==> config.mk <==
export PLATFORM = sky130hd
export DESIGN_NAME = uart_rx_fifo_flat
export DESIGN_NICKNAME = d
export VERILOG_FILES = /design/src/rtl/uart_rx_fifo_pkg.sv /design/src/rtl/uart_rx_fifo_if.sv /design/src/rtl/uart_rx_fifo_sync_fifo.sv /design/src/rtl/uart_rx_fifo.sv /design/src/flat_wrapper.sv
export SDC_FILE = /design/constraint.sdc
export NUM_CORES = 1
export LEC_CHECK = 0
export BUFFER_PORTS_ARGS = -buffer_cell sky130_fd_sc_hd__buf_2
export CAP_MARGIN = 20
export CORE_UTILIZATION = 55
export DETAILED_ROUTE_END_ITERATION = 16
export GPL_ROUTABILITY_DRIVEN = 0
export PLACE_DENSITY = 0.8
export SETUP_SLACK_MARGIN = 0.3
export SLEW_MARGIN = 20
export SYNTH_ARGS = -nofsm -noshare
export SYNTH_HDL_FRONTEND = slang
export SYNTH_SLANG_ARGS = --single-unit
==> constraint.sdc <==
create_clock -name clock -period 3.71 [get_ports clock]
set_clock_uncertainty 0.05 [all_clocks]
set_input_delay 0.371 -clock clock [delete_from_list [all_inputs] [get_ports clock]]
set_output_delay 0.371 -clock clock [all_outputs]
set_load 0.1 [all_outputs]
==> src/rtl/uart_rx_fifo_pkg.sv <==
// Shared types and register bit positions for the UART receive FIFO.
package uart_rx_fifo_pkg;

    typedef enum logic [2:0] {
        ST_IDLE,
        ST_REQ,
        ST_WAIT,
        ST_ACK,
        ST_SETTLE
    } drain_state_e;

    localparam int STAT_EMPTY     = 0;
    localparam int STAT_FULL      = 1;
    localparam int STAT_OVERFLOW  = 2;
    localparam int STAT_COUNT_LSB = 8;

    localparam int CTRL_CLR_OVF   = 0;
    localparam int CTRL_FLUSH     = 1;

    function automatic logic [31:0] status_word(input logic [7:0] count,
                                                input logic       overflow,
                                                input logic       full,
                                                input logic       empty);
        logic [31:0] w;
        w = '0;
        w[STAT_COUNT_LSB +: 8] = count;
        w[STAT_OVERFLOW]       = overflow;
        w[STAT_FULL]           = full;
        w[STAT_EMPTY]          = empty;
        return w;
    endfunction

endpackage

==> src/rtl/uart_rx_fifo_if.sv <==
// CPU-side IO request/response bus: master issues requests, slave responds a cycle later.
interface uart_rx_fifo_if;
    logic [31:0] rw_address;
    logic [31:0] read_data;
    logic        read_request;
    logic        read_response;
    logic [7:0]  write_data;
    logic        write_request;
    logic        write_response;

    modport master (
        output rw_address, read_request, write_data, write_request,
        input  read_data, read_response, write_response
    );

    modport slave (
        input  rw_address, read_request, write_data, write_request,
        output read_data, read_response, write_response
    );
endinterface

==> src/rtl/uart_rx_fifo_sync_fifo.sv <==
// Single-clock FIFO with combinational head; flush overrides push and pop.
module sync_fifo #(
    parameter  int DEPTH = 16,
    parameter  int WIDTH = 8,
    localparam int AW    = $clog2(DEPTH)
) (
    input  logic             clock,
    input  logic             reset_n,
    input  logic             push,
    input  logic             pop,
    input  logic             flush,
    input  logic [WIDTH-1:0] wr_data,
    output logic [WIDTH-1:0] head,
    output logic [AW:0]      count,
    output logic             full,
    output logic             empty
);
    localparam logic [AW:0] FULL_COUNT = DEPTH[AW:0];

    logic [WIDTH-1:0] mem [DEPTH];
    logic [AW-1:0]    wr_ptr, rd_ptr;
    logic             do_push, do_pop;

    assign full    = (count == FULL_COUNT);
    assign empty   = (count == '0);
    // Refusal uses the pre-cycle full flag, so a same-cycle pop never makes room.
    assign do_push = push && !full && !flush;
    assign do_pop  = pop && !empty && !flush;
    assign head    = mem[rd_ptr];

    always_ff @(posedge clock)
        if (do_push) mem[wr_ptr] <= wr_data;

    always_ff @(posedge clock or negedge reset_n) begin
        if (!reset_n) begin
            wr_ptr <= '0;
            rd_ptr <= '0;
            count  <= '0;
        end else if (flush) begin
            wr_ptr <= '0;
            rd_ptr <= '0;
            count  <= '0;
        end else begin
            if (do_push) wr_ptr <= wr_ptr + 1'b1;
            if (do_pop)  rd_ptr <= rd_ptr + 1'b1;
            case ({do_push, do_pop})
                2'b10:   count <= count + 1'b1;
                2'b01:   count <= count - 1'b1;
                default: count <= count;
            endcase
        end
    end

endmodule

==> src/rtl/uart_rx_fifo.sv <==
// Drains UART bytes into a FIFO and exposes it to the CPU with data/status registers and a level irq.
module uart_rx_fifo #(
    parameter int          FIFO_DEPTH        = 16,
    parameter int          IRQ_THRESHOLD     = 1,
    parameter logic [31:0] UART_READ_ADDRESS = 32'h80000004,
    parameter logic [31:0] DATA_ADDRESS      = 32'h80000010,
    parameter logic [31:0] STATUS_ADDRESS    = 32'h80000014
) (
    input  logic          clock,
    input  logic          reset_n,
    output logic [31:0]   uart_rw_address,
    output logic          uart_read_request,
    input  logic [31:0]   uart_read_data,
    input  logic          uart_read_response,
    input  logic          uart_irq,
    output logic          uart_irq_response,
    uart_rx_fifo_if.slave bus,
    output logic          rx_irq
);
    import uart_rx_fifo_pkg::*;

    localparam int          AW        = $clog2(FIFO_DEPTH);
    localparam logic [AW:0] IRQ_LEVEL = IRQ_THRESHOLD[AW:0];

    drain_state_e state, state_next;
    logic         push, pop, flush, clr_ovf, overflow;
    logic         rd_data_hit, rd_status_hit, wr_status_hit;
    logic         fifo_full, fifo_empty;
    logic [7:0]   fifo_head;
    logic [AW:0]  fifo_count;
    logic [31:0]  read_data_next;
    logic         unused_bits;

    assign uart_rw_address = UART_READ_ADDRESS;
    assign unused_bits     = ^{uart_read_data[31:8], bus.write_data[7:2]};

    always_ff @(posedge clock or negedge reset_n)
        if (!reset_n) state <= ST_IDLE;
        else          state <= state_next;

    always_comb begin
        state_next = state;
        case (state)
            ST_IDLE:   if (uart_irq) state_next = ST_REQ;
            ST_REQ:    state_next = ST_WAIT;
            ST_WAIT:   if (uart_read_response) state_next = ST_ACK;
            ST_ACK:    state_next = ST_SETTLE;
            // Give the UART a cycle to drop irq so the same byte is not re-read.
            ST_SETTLE: state_next = ST_IDLE;
            default:   state_next = ST_IDLE;
        endcase
    end

    always_comb begin
        uart_read_request = (state == ST_REQ);
        uart_irq_response = (state == ST_ACK);
        push              = (state == ST_WAIT) && uart_read_response;
    end

    assign rd_data_hit   = bus.read_request  && (bus.rw_address == DATA_ADDRESS);
    assign rd_status_hit = bus.read_request  && (bus.rw_address == STATUS_ADDRESS);
    assign wr_status_hit = bus.write_request && (bus.rw_address == STATUS_ADDRESS);
    assign pop           = rd_data_hit && !fifo_empty;
    assign flush         = wr_status_hit && bus.write_data[CTRL_FLUSH];
    assign clr_ovf       = wr_status_hit && bus.write_data[CTRL_CLR_OVF];

    always_comb begin
        read_data_next = '0;
        if (pop)
            read_data_next = {23'b0, 1'b1, fifo_head};
        else if (rd_status_hit)
            read_data_next = status_word(8'(fifo_count), overflow, fifo_full, fifo_empty);
    end

    always_ff @(posedge clock or negedge reset_n) begin
        if (!reset_n) begin
            bus.read_data      <= '0;
            bus.read_response  <= 1'b0;
            bus.write_response <= 1'b0;
            overflow           <= 1'b0;
            rx_irq             <= 1'b0;
        end else begin
            bus.read_data      <= read_data_next;
            bus.read_response  <= bus.read_request;
            bus.write_response <= bus.write_request;
            // A dropped byte outranks a same-cycle clear; a flushed byte is not a drop.
            if (push && fifo_full && !flush) overflow <= 1'b1;
            else if (clr_ovf)                overflow <= 1'b0;
            rx_irq             <= (fifo_count >= IRQ_LEVEL);
        end
    end

    sync_fifo #(
        .DEPTH (FIFO_DEPTH),
        .WIDTH (8)
    ) u_fifo (
        .clock   (clock),
        .reset_n (reset_n),
        .push    (push),
        .pop     (pop),
        .flush   (flush),
        .wr_data (uart_read_data[7:0]),
        .head    (fifo_head),
        .count   (fifo_count),
        .full    (fifo_full),
        .empty   (fifo_empty)
    );

endmodule

==> src/flat_wrapper.sv <==
// flat-port wrapper written by rule: the top's interface ports become plain ports
module uart_rx_fifo_flat import uart_rx_fifo_pkg::*;
#(
    parameter int          FIFO_DEPTH        = 16,
    parameter int          IRQ_THRESHOLD     = 1,
    parameter logic [31:0] UART_READ_ADDRESS = 32'h80000004,
    parameter logic [31:0] DATA_ADDRESS      = 32'h80000010,
    parameter logic [31:0] STATUS_ADDRESS    = 32'h80000014
)
  (clock, reset_n, uart_rw_address, uart_read_request, uart_read_data, uart_read_response, uart_irq, uart_irq_response, rx_irq, bus_rw_address, bus_read_request, bus_write_data, bus_write_request, bus_read_data, bus_read_response, bus_write_response);
  uart_rx_fifo_if bus_i ();
  input  logic clock;
  input  logic reset_n;
  output logic [31:0] uart_rw_address;
  output logic uart_read_request;
  input  logic [31:0] uart_read_data;
  input  logic uart_read_response;
  input  logic uart_irq;
  output logic uart_irq_response;
  output logic rx_irq;
  input wire logic [$bits(bus_i.rw_address)-1:0] bus_rw_address;
  input wire logic [$bits(bus_i.read_request)-1:0] bus_read_request;
  input wire logic [$bits(bus_i.write_data)-1:0] bus_write_data;
  input wire logic [$bits(bus_i.write_request)-1:0] bus_write_request;
  output wire logic [$bits(bus_i.read_data)-1:0] bus_read_data;
  output wire logic [$bits(bus_i.read_response)-1:0] bus_read_response;
  output wire logic [$bits(bus_i.write_response)-1:0] bus_write_response;
  assign bus_i.rw_address = bus_rw_address;
  assign bus_i.read_request = bus_read_request;
  assign bus_i.write_data = bus_write_data;
  assign bus_i.write_request = bus_write_request;
  assign bus_read_data = bus_i.read_data;
  assign bus_read_response = bus_i.read_response;
  assign bus_write_response = bus_i.write_response;
  uart_rx_fifo #(.FIFO_DEPTH(FIFO_DEPTH), .IRQ_THRESHOLD(IRQ_THRESHOLD), .UART_READ_ADDRESS(UART_READ_ADDRESS), .DATA_ADDRESS(DATA_ADDRESS), .STATUS_ADDRESS(STATUS_ADDRESS)) u_core (.clock(clock), .reset_n(reset_n), .uart_rw_address(uart_rw_address), .uart_read_request(uart_read_request), .uart_read_data(uart_read_data), .uart_read_response(uart_read_response), .uart_irq(uart_irq), .uart_irq_response(uart_irq_response), .bus(bus_i), .rx_irq(rx_irq));
endmodule
==> results of run 1 <==
## critical path: cells and delay by family, from the launching register on
kind,cells,cell delay (ps)
buffers and inverters,2,350
DFF,1,440
xor gates and xnor gates,1,130
and+or+nand+nor,5,1390
adders and majority gates,2,520
AOI/OAI and AO/OA,1,170
## routing by layer
layer / wire, um / up-vias
li1: - / 1701
met1: 5620 / 1967
met2: 7170 / 203
met3: 894 / 17
met4: 214 / 0
met5: 0 / -
## registers in the layout, summed over array words and instances (netlist names)
signal                     count
u_core.bus.write_response      1
u_core.u_fifo.wr_ptr           4
u_core.u_fifo.mem            128
u_core.bus.read_data          13
u_core.overflow                1
u_core.u_fifo.rd_ptr           4
u_core.u_fifo.count            5
u_core.rx_irq                  1
u_core.bus.read_response       1
u_core.state                   3
## power groups by stage
stage / clock, uW / sequential (uW) / combinational [uW]
global placement: 0 / 2210 / 730
global route: 1730 / 2210 / 842
floorplan: 0 / 2200 / 648
finish: 1650 / 2200 / 786
detailed placement: 0 / 2230 / 767
CTS: 1670 / 2190 / 782
## timing repair
action	CTS	global route
setup endpoints to repair	0	1
hold buffers	1	0
hold endpoints to repair	33	0
resized for setup	0	2
## worst max-delay path by stage
stage / start / endpoint / slack [ps] / cells after the start
after floorplan: u_core.state[1]$_DFFE_PN0P_ / uart_read_request / 540 / 2
after global placement: bus_rw_address[8] / u_core.u_fifo.count[3]$_DFFE_PN0P_ / 510 / 10
after detailed placement: bus_rw_address[13] / u_core.u_fifo.count[3]$_DFFE_PN0P_ / 470 / 10
after CTS: u_core.u_fifo.count[0]$_DFFE_PN0P_ / u_core.u_fifo.count[3]$_DFFE_PN0P_ / 460 / 11
after global routing: u_core.u_fifo.count[1]$_DFFE_PN0P_ / u_core.u_fifo.count[3]$_DFFE_PN0P_ / 320 / 11
final: u_core.u_fifo.count[1]$_DFFE_PN0P_ / u_core.u_fifo.count[3]$_DFFE_PN0P_ / 550 / 11
## layout by cell type, fill, tap and decap left out, types with 9 or more instances in the layout
cell type,synthesis,final
mux4_1,17,17
ha_1,10,9
dfrtp_1,33,31
edfxtp_1,128,128
nor2_1,16,16
and4b_1,12,12
conb_1,2,51
clkbuf_16,0,17
buf_2,6,65
mux4_2,19,19
## through the flow
stage / utilization / setup WS, ps
floorplan: - / 542
global placement: 0.586 / 512
detailed placement: 0.586 / 474
CTS: 0.631 / 457
global route: 0.632 / 317
finish: 0.632 / 553
## final cells by class
class,instances,area [um^2]
Multi-Input combinational cell,233,2130
Fill cell,840,4660
Sequential cell,161,4670
Timing Repair Buffer,74,395
Inverter,7,26.3
Clock buffer,18,429
Clock inverter,14,133
Tap cell,172,215
## cells by family (layout without fill, tap and decap cells)
group,after synthesis,count (layout),synth area share
AO/OA/AOI/OAI,25,25,0.0226
XOR/XNOR,9,9,0.0110
adder cells (fa/ha/maj),10,10,0.0175
buffers and inverters,78,113,0.0745
flip-flops,161,161,0.653
multiplexers,42,42,0.131
other,2,51,0.00105
AND/OR/NAND/NOR,96,96,0.0894
==> reports/metrics.yaml, run 1 <==
pwr:
  powerDensity_nw_per_um2: 579
  clkPwrFrac: 0.357
  comb_power_share: 0.170
  p_int_uw: 3210
  switching_share: 0.307
  power_frac_seq: 0.474
  ir_drop_v: 0.000310
  p_switching_uw: 1420
  total_leakage_power_uw: 0.00306
  finalPower_uw: 4630
timing:
  setup_viol: 0
  hold_viol: 0
  slew_headroom: 0.351
  period_needed_ps: 3160
  drv_slew: 0
  rsz0062_at_grt: "false"
  tightest_slew_ps: 968
  whs_ps: 47.7
  tns_ps: 0
  max_clock_freq_mhz: 317
  finalCritPeriodShare: 0.851
worst_setup_path:
  worstPathRequired_ps: 3960
  cp_slowest_cell: "or4b_2"
  end_kind: "flop"
  crit_fanout: 7
  r2r_end: "u_core.u_fifo.count[3]$_DFFE_PN0P_"
  max_stage_delay_ps: 610
  r2r_cells: 11
  crit_type: "flop to flop"
  worst_ep_arrival_time_ps: 3410
  path_cells: "inv_1, ha_1, or4b_2, nand3b_1, or3_1, inv_1, ha_2, or4b_2, a21oi_1, xnor2_1, nor2_1"
  r2r_slack_ps: 550
  worst_setup_path_start_kind: "flop"
  r2r-start: "u_core.u_fifo.count[1]$_DFFE_PN0P_"
floorplan:
  start_util: 0.564
  die_area_um2: 13500
  die_h_um: 116
  core_area_um2: 12700
  io_pins: 147
  rows: 41
  die_w_um: 116
detailed_routing:
  drc_errors: 0
  dr_total_vias: 3888
  routedWlPerCell_um: 20.5
  first_pass_iters: 4
  viasPerCell: 5.73
  routed_wirelength_mm: 13.9
  ant_nets: 0
  dr.first_iter.drc_count: 395
grt:
  use_met3: 0.0486
  antenna_found_initial: 0
  grt_pass1_wl_mm: 20.7
  grt_pass1_vias: 3603
  grt_use_total: 0.220
  grt-ovfl-total: 0
  grt.busiest_layer: "met2"
  use_met2: 0.372
  grtUsageMet1: 0.281
  grt_max_degree: 37
placed_design:
  placed_cells: 646
  place_area_um2: 7430
  hpwl_mm: 8.66
  port_buffers: 65
status:
  status: "finished, final reports clean"
cts:
  clkTransAtPathRegs_ps: 60
  post_cts_buffers: 0
  clk_path_buf_depth: 2
  clkLatencyLatePin_ps: 410
  cts_tree: "yes"
  cts-buffers-inserted: 17
  cts_sinks: 161
  cts_htree_levels: 4
  cts_root_buffer: "clkbuf_16"
flow_run:
  cap_viol_max_count: 0
yosys:
  ys_seq_area_frac: 0.653
  synth.area.top_cells: "edfxtp_1 (54%), dfrtp_1 (12%), mux4_1 (6.2%)"
  yosysWarnings: 0
  synthArstFlopShare: 0.205
  synth_edf_count: 128
  netlist_area_um2: 7150
  synth.most_common_cell: "edfxtp_1"
  synthTopCellsByCount: "edfxtp_1 (128), buf_4 (51), dfrtp_1 (33), mux4_2 (19), mux4_1 (17)"
  synth_largest_area_cell: "edfxtp_1"
  synthFlopType: "edfxtp_1"
  synth_top_area_share: 0.538
  syn_inst: 423
  syn_avg_cell_area_um2: 16.9
  yosys.cell_types.count: 53
  synth-seq-cells: 161
cells_and_area:
  drive_gt1_frac: 0.262
  final_cells: 679
  diodes: 0
  final_nets: 582
  final_cell_area_um2: 8010
  area.growth.synth_to_final_pct: 12.0
min_path:
  worstHoldStart: "bus_write_request"
  min_to: "u_core.bus.write_response$_DFF_PN0_"
  min_path_cells: 1
  hp-class: "input port to flop"
Power figures use the tool's default switching activity.
==> run 2: changes to the inputs <==
- CORE_MARGIN: unset -> 4
- SKIP_CTS_REPAIR_TIMING: unset -> 1
==> reports/metrics.yaml, run 2 (synthesis gave the netlist of run 1 again) <==
cells_and_area:
  seqCellArea_um2: 4670  # about the same
  final_common_cell: "edfxtp_1"  # unchanged
  area.growth.synth_to_final_pct: 11.6  # was 12.0%
  final_nets: 581  # was 582
  top_register: "u_core.u_fifo.mem"  # unchanged
  utilization: 0.630  # was 0.632
  drive_gt1_frac: 0.261  # was 0.262
  fillers: 841  # was 840
  top_regs: "u_core.u_fifo.mem (128), u_core.bus.read_data (13), u_core.u_fifo.count (5)"  # unchanged
  multi_input_area_um2: 2130  # about the same
  largest_reg_flops: 128  # unchanged
  diodes: 0  # unchanged
  final_cell_mix: "edfxtp_1 (128), buf_2 (65), conb_1 (51)"  # unchanged
timing:
  rsz0062_at_grt: "false"  # unchanged
  tns_ps: 0  # unchanged
  setup_viol: 0  # unchanged
  finalCritPeriodShare: 0.856  # was 0.851
  drv_slew: 0  # unchanged
  tightest_slew_ps: 1040  # was 968 ps
  hold_viol: 33  # was 0
  whs_ps: -44.5  # was 47.7 ps
  max_clock_freq_mhz: 315  # was 317 MHz
  period_needed_ps: 3170  # was 3160 ps
  slew_headroom: 0.304  # was 0.351
  setup_slack_ps: 536  # was 553 ps
grt:
  use_met2: 0.342  # was 0.372
  grt_use_total: 0.199  # was 0.220
  antenna_found_initial: 1  # was 0
  grt_pass1_wl_mm: 21.4  # was 20.7 mm
  grt_max_degree: 37  # unchanged
  grt.busiest_layer: "met2"  # unchanged
  use_met3: 0.0543  # was 0.0486
  grt-ovfl-total: 0  # unchanged
  grt_pass1_vias: 3776  # was 3,603
  grtUsageMet1: 0.247  # was 0.281
status:
  failed_checks: "negative hold slack"
  status: "finished with violations"  # was finished, final reports clean
cts:
  clkTransAtPathRegs_ps: 60  # about the same
  cts_root_buffer: "clkbuf_16"  # unchanged
  cts_sinks: 161  # unchanged
  cts-buffers-inserted: 17  # unchanged
  clkLatencyLatePin_ps: 420  # was 410 ps
  cts_htree_levels: 4  # unchanged
  cts_tree: "yes"  # unchanged
  clk_path_buf_depth: 2  # unchanged
detailed_routing:
  dr_total_vias: 3871  # was 3,888
  routed_wirelength_mm: 14.3  # was 13.9 mm
  ant_nets: 0  # unchanged
  routedWlPerCell_um: 21.1  # was 20.5 um
  viasPerCell: 5.71  # was 5.73
  drc_errors: 0  # unchanged
  first_pass_iters: 5  # was 4
  dr.first_iter.drc_count: 409  # was 395
worst_setup_path:
  worstPathRequired_ps: 3970  # was 3960 ps
  crit_fanout: 7  # unchanged
  worst_ep_arrival_time_ps: 3440  # was 3410 ps
  crit_type: "flop to flop"  # unchanged
  worst_setup_path_start_kind: "flop"  # unchanged
  end_kind: "flop"  # unchanged
min_path:
  hp-class: "input port to async pin"  # was input port to flop
placed_design:
  hpwl_mm: 9.03  # was 8.66 mm
  pre_cts_slack_ps: 324  # was 474 ps
  port_buffers: 65  # unchanged
floorplan:
  io_pins: 147  # unchanged
  start_util: 0.564  # unchanged
  die_area_um2: 14900  # was 13,500 um^2
  rows: 41  # unchanged
  die_h_um: 122  # was 116 um
  die_w_um: 122  # was 116 um
  core_area_um2: 12700  # unchanged
pwr:
  finalPower_uw: 4580  # was 4630 uW
  ir_drop_v: 0.000322  # was 0.000310 V
  powerDensity_nw_per_um2: 574  # was 579 nW/um^2
  total_leakage_power_uw: 0.00304  # was 0.00306 uW
flow_run:
  cap_viol_max_count: 0  # unchanged
==> run 2: worst max-delay path: stages (launching register included) <==
cell      delay [ps]
dfrtp_1          460
inv_1            130
ha_1             200
or4b_2           210
nand3b_1          90
or3_1            400
inv_1            230
ha_1             330
or4b_2           610
a21oi_1          170
xnor2_1          140
nor2_1            60
==> run 2: worst paths after layout <==
check                           slack, ps                          startpoint  depth (start not counted)                             endpoint
max in group asynchronous            3140                             reset_n                          1  u_core.u_fifo.rd_ptr[0]$_DFFE_PN0P_
worst max-delay path                  540  u_core.u_fifo.count[1]$_DFFE_PN0P_                         11   u_core.u_fifo.count[3]$_DFFE_PN0P_
worst max register to register        540  u_core.u_fifo.count[1]$_DFFE_PN0P_                         11   u_core.u_fifo.count[3]$_DFFE_PN0P_
worst min-delay path                  -40                             reset_n                          1          u_core.state[0]$_DFFE_PN0P_
min in group clock                     40                   bus_write_request                          1  u_core.bus.write_response$_DFF_PN0_
worst min register to register        450         u_core.overflow$_DFFE_PN0P_                          2          u_core.overflow$_DFFE_PN0P_
==> run 2: layout make-up <==
class / instances / area share
clock buffer: 19 / 0.0542
timing repair buffer: 73 / 0.0483
clock inverter: 13 / 0.0149
multi-input combinational: 233 / 0.267
tap: 172 / 0.0270
sequential: 161 / 0.585
inverter: 7 / 0.00329
==> run 2: layer usage <==
layer | vias up | share of wire
li1 | 1703 | -
met1 | 1925 | 0.38
met2 | 218 | 0.51
met3 | 23 | 0.093
met4 | 2 | 0.014
met5 | - | 0.00091
==> run 2: metrics by stage <==
step                cell area [um^2]  std cells
floorplan                       7330        472
global placement                7430        646
detailed placement              7430        646
CTS                             7980        678
global route                    7980        678
finish                          7980        678
==> run 2: where the power goes <==
group | total, uW | internal (uW) | switching (uW)
logic | 769 | 199 | 570
clock network | 1620 | 882 | 736
registers | 2200 | 2070 | 122
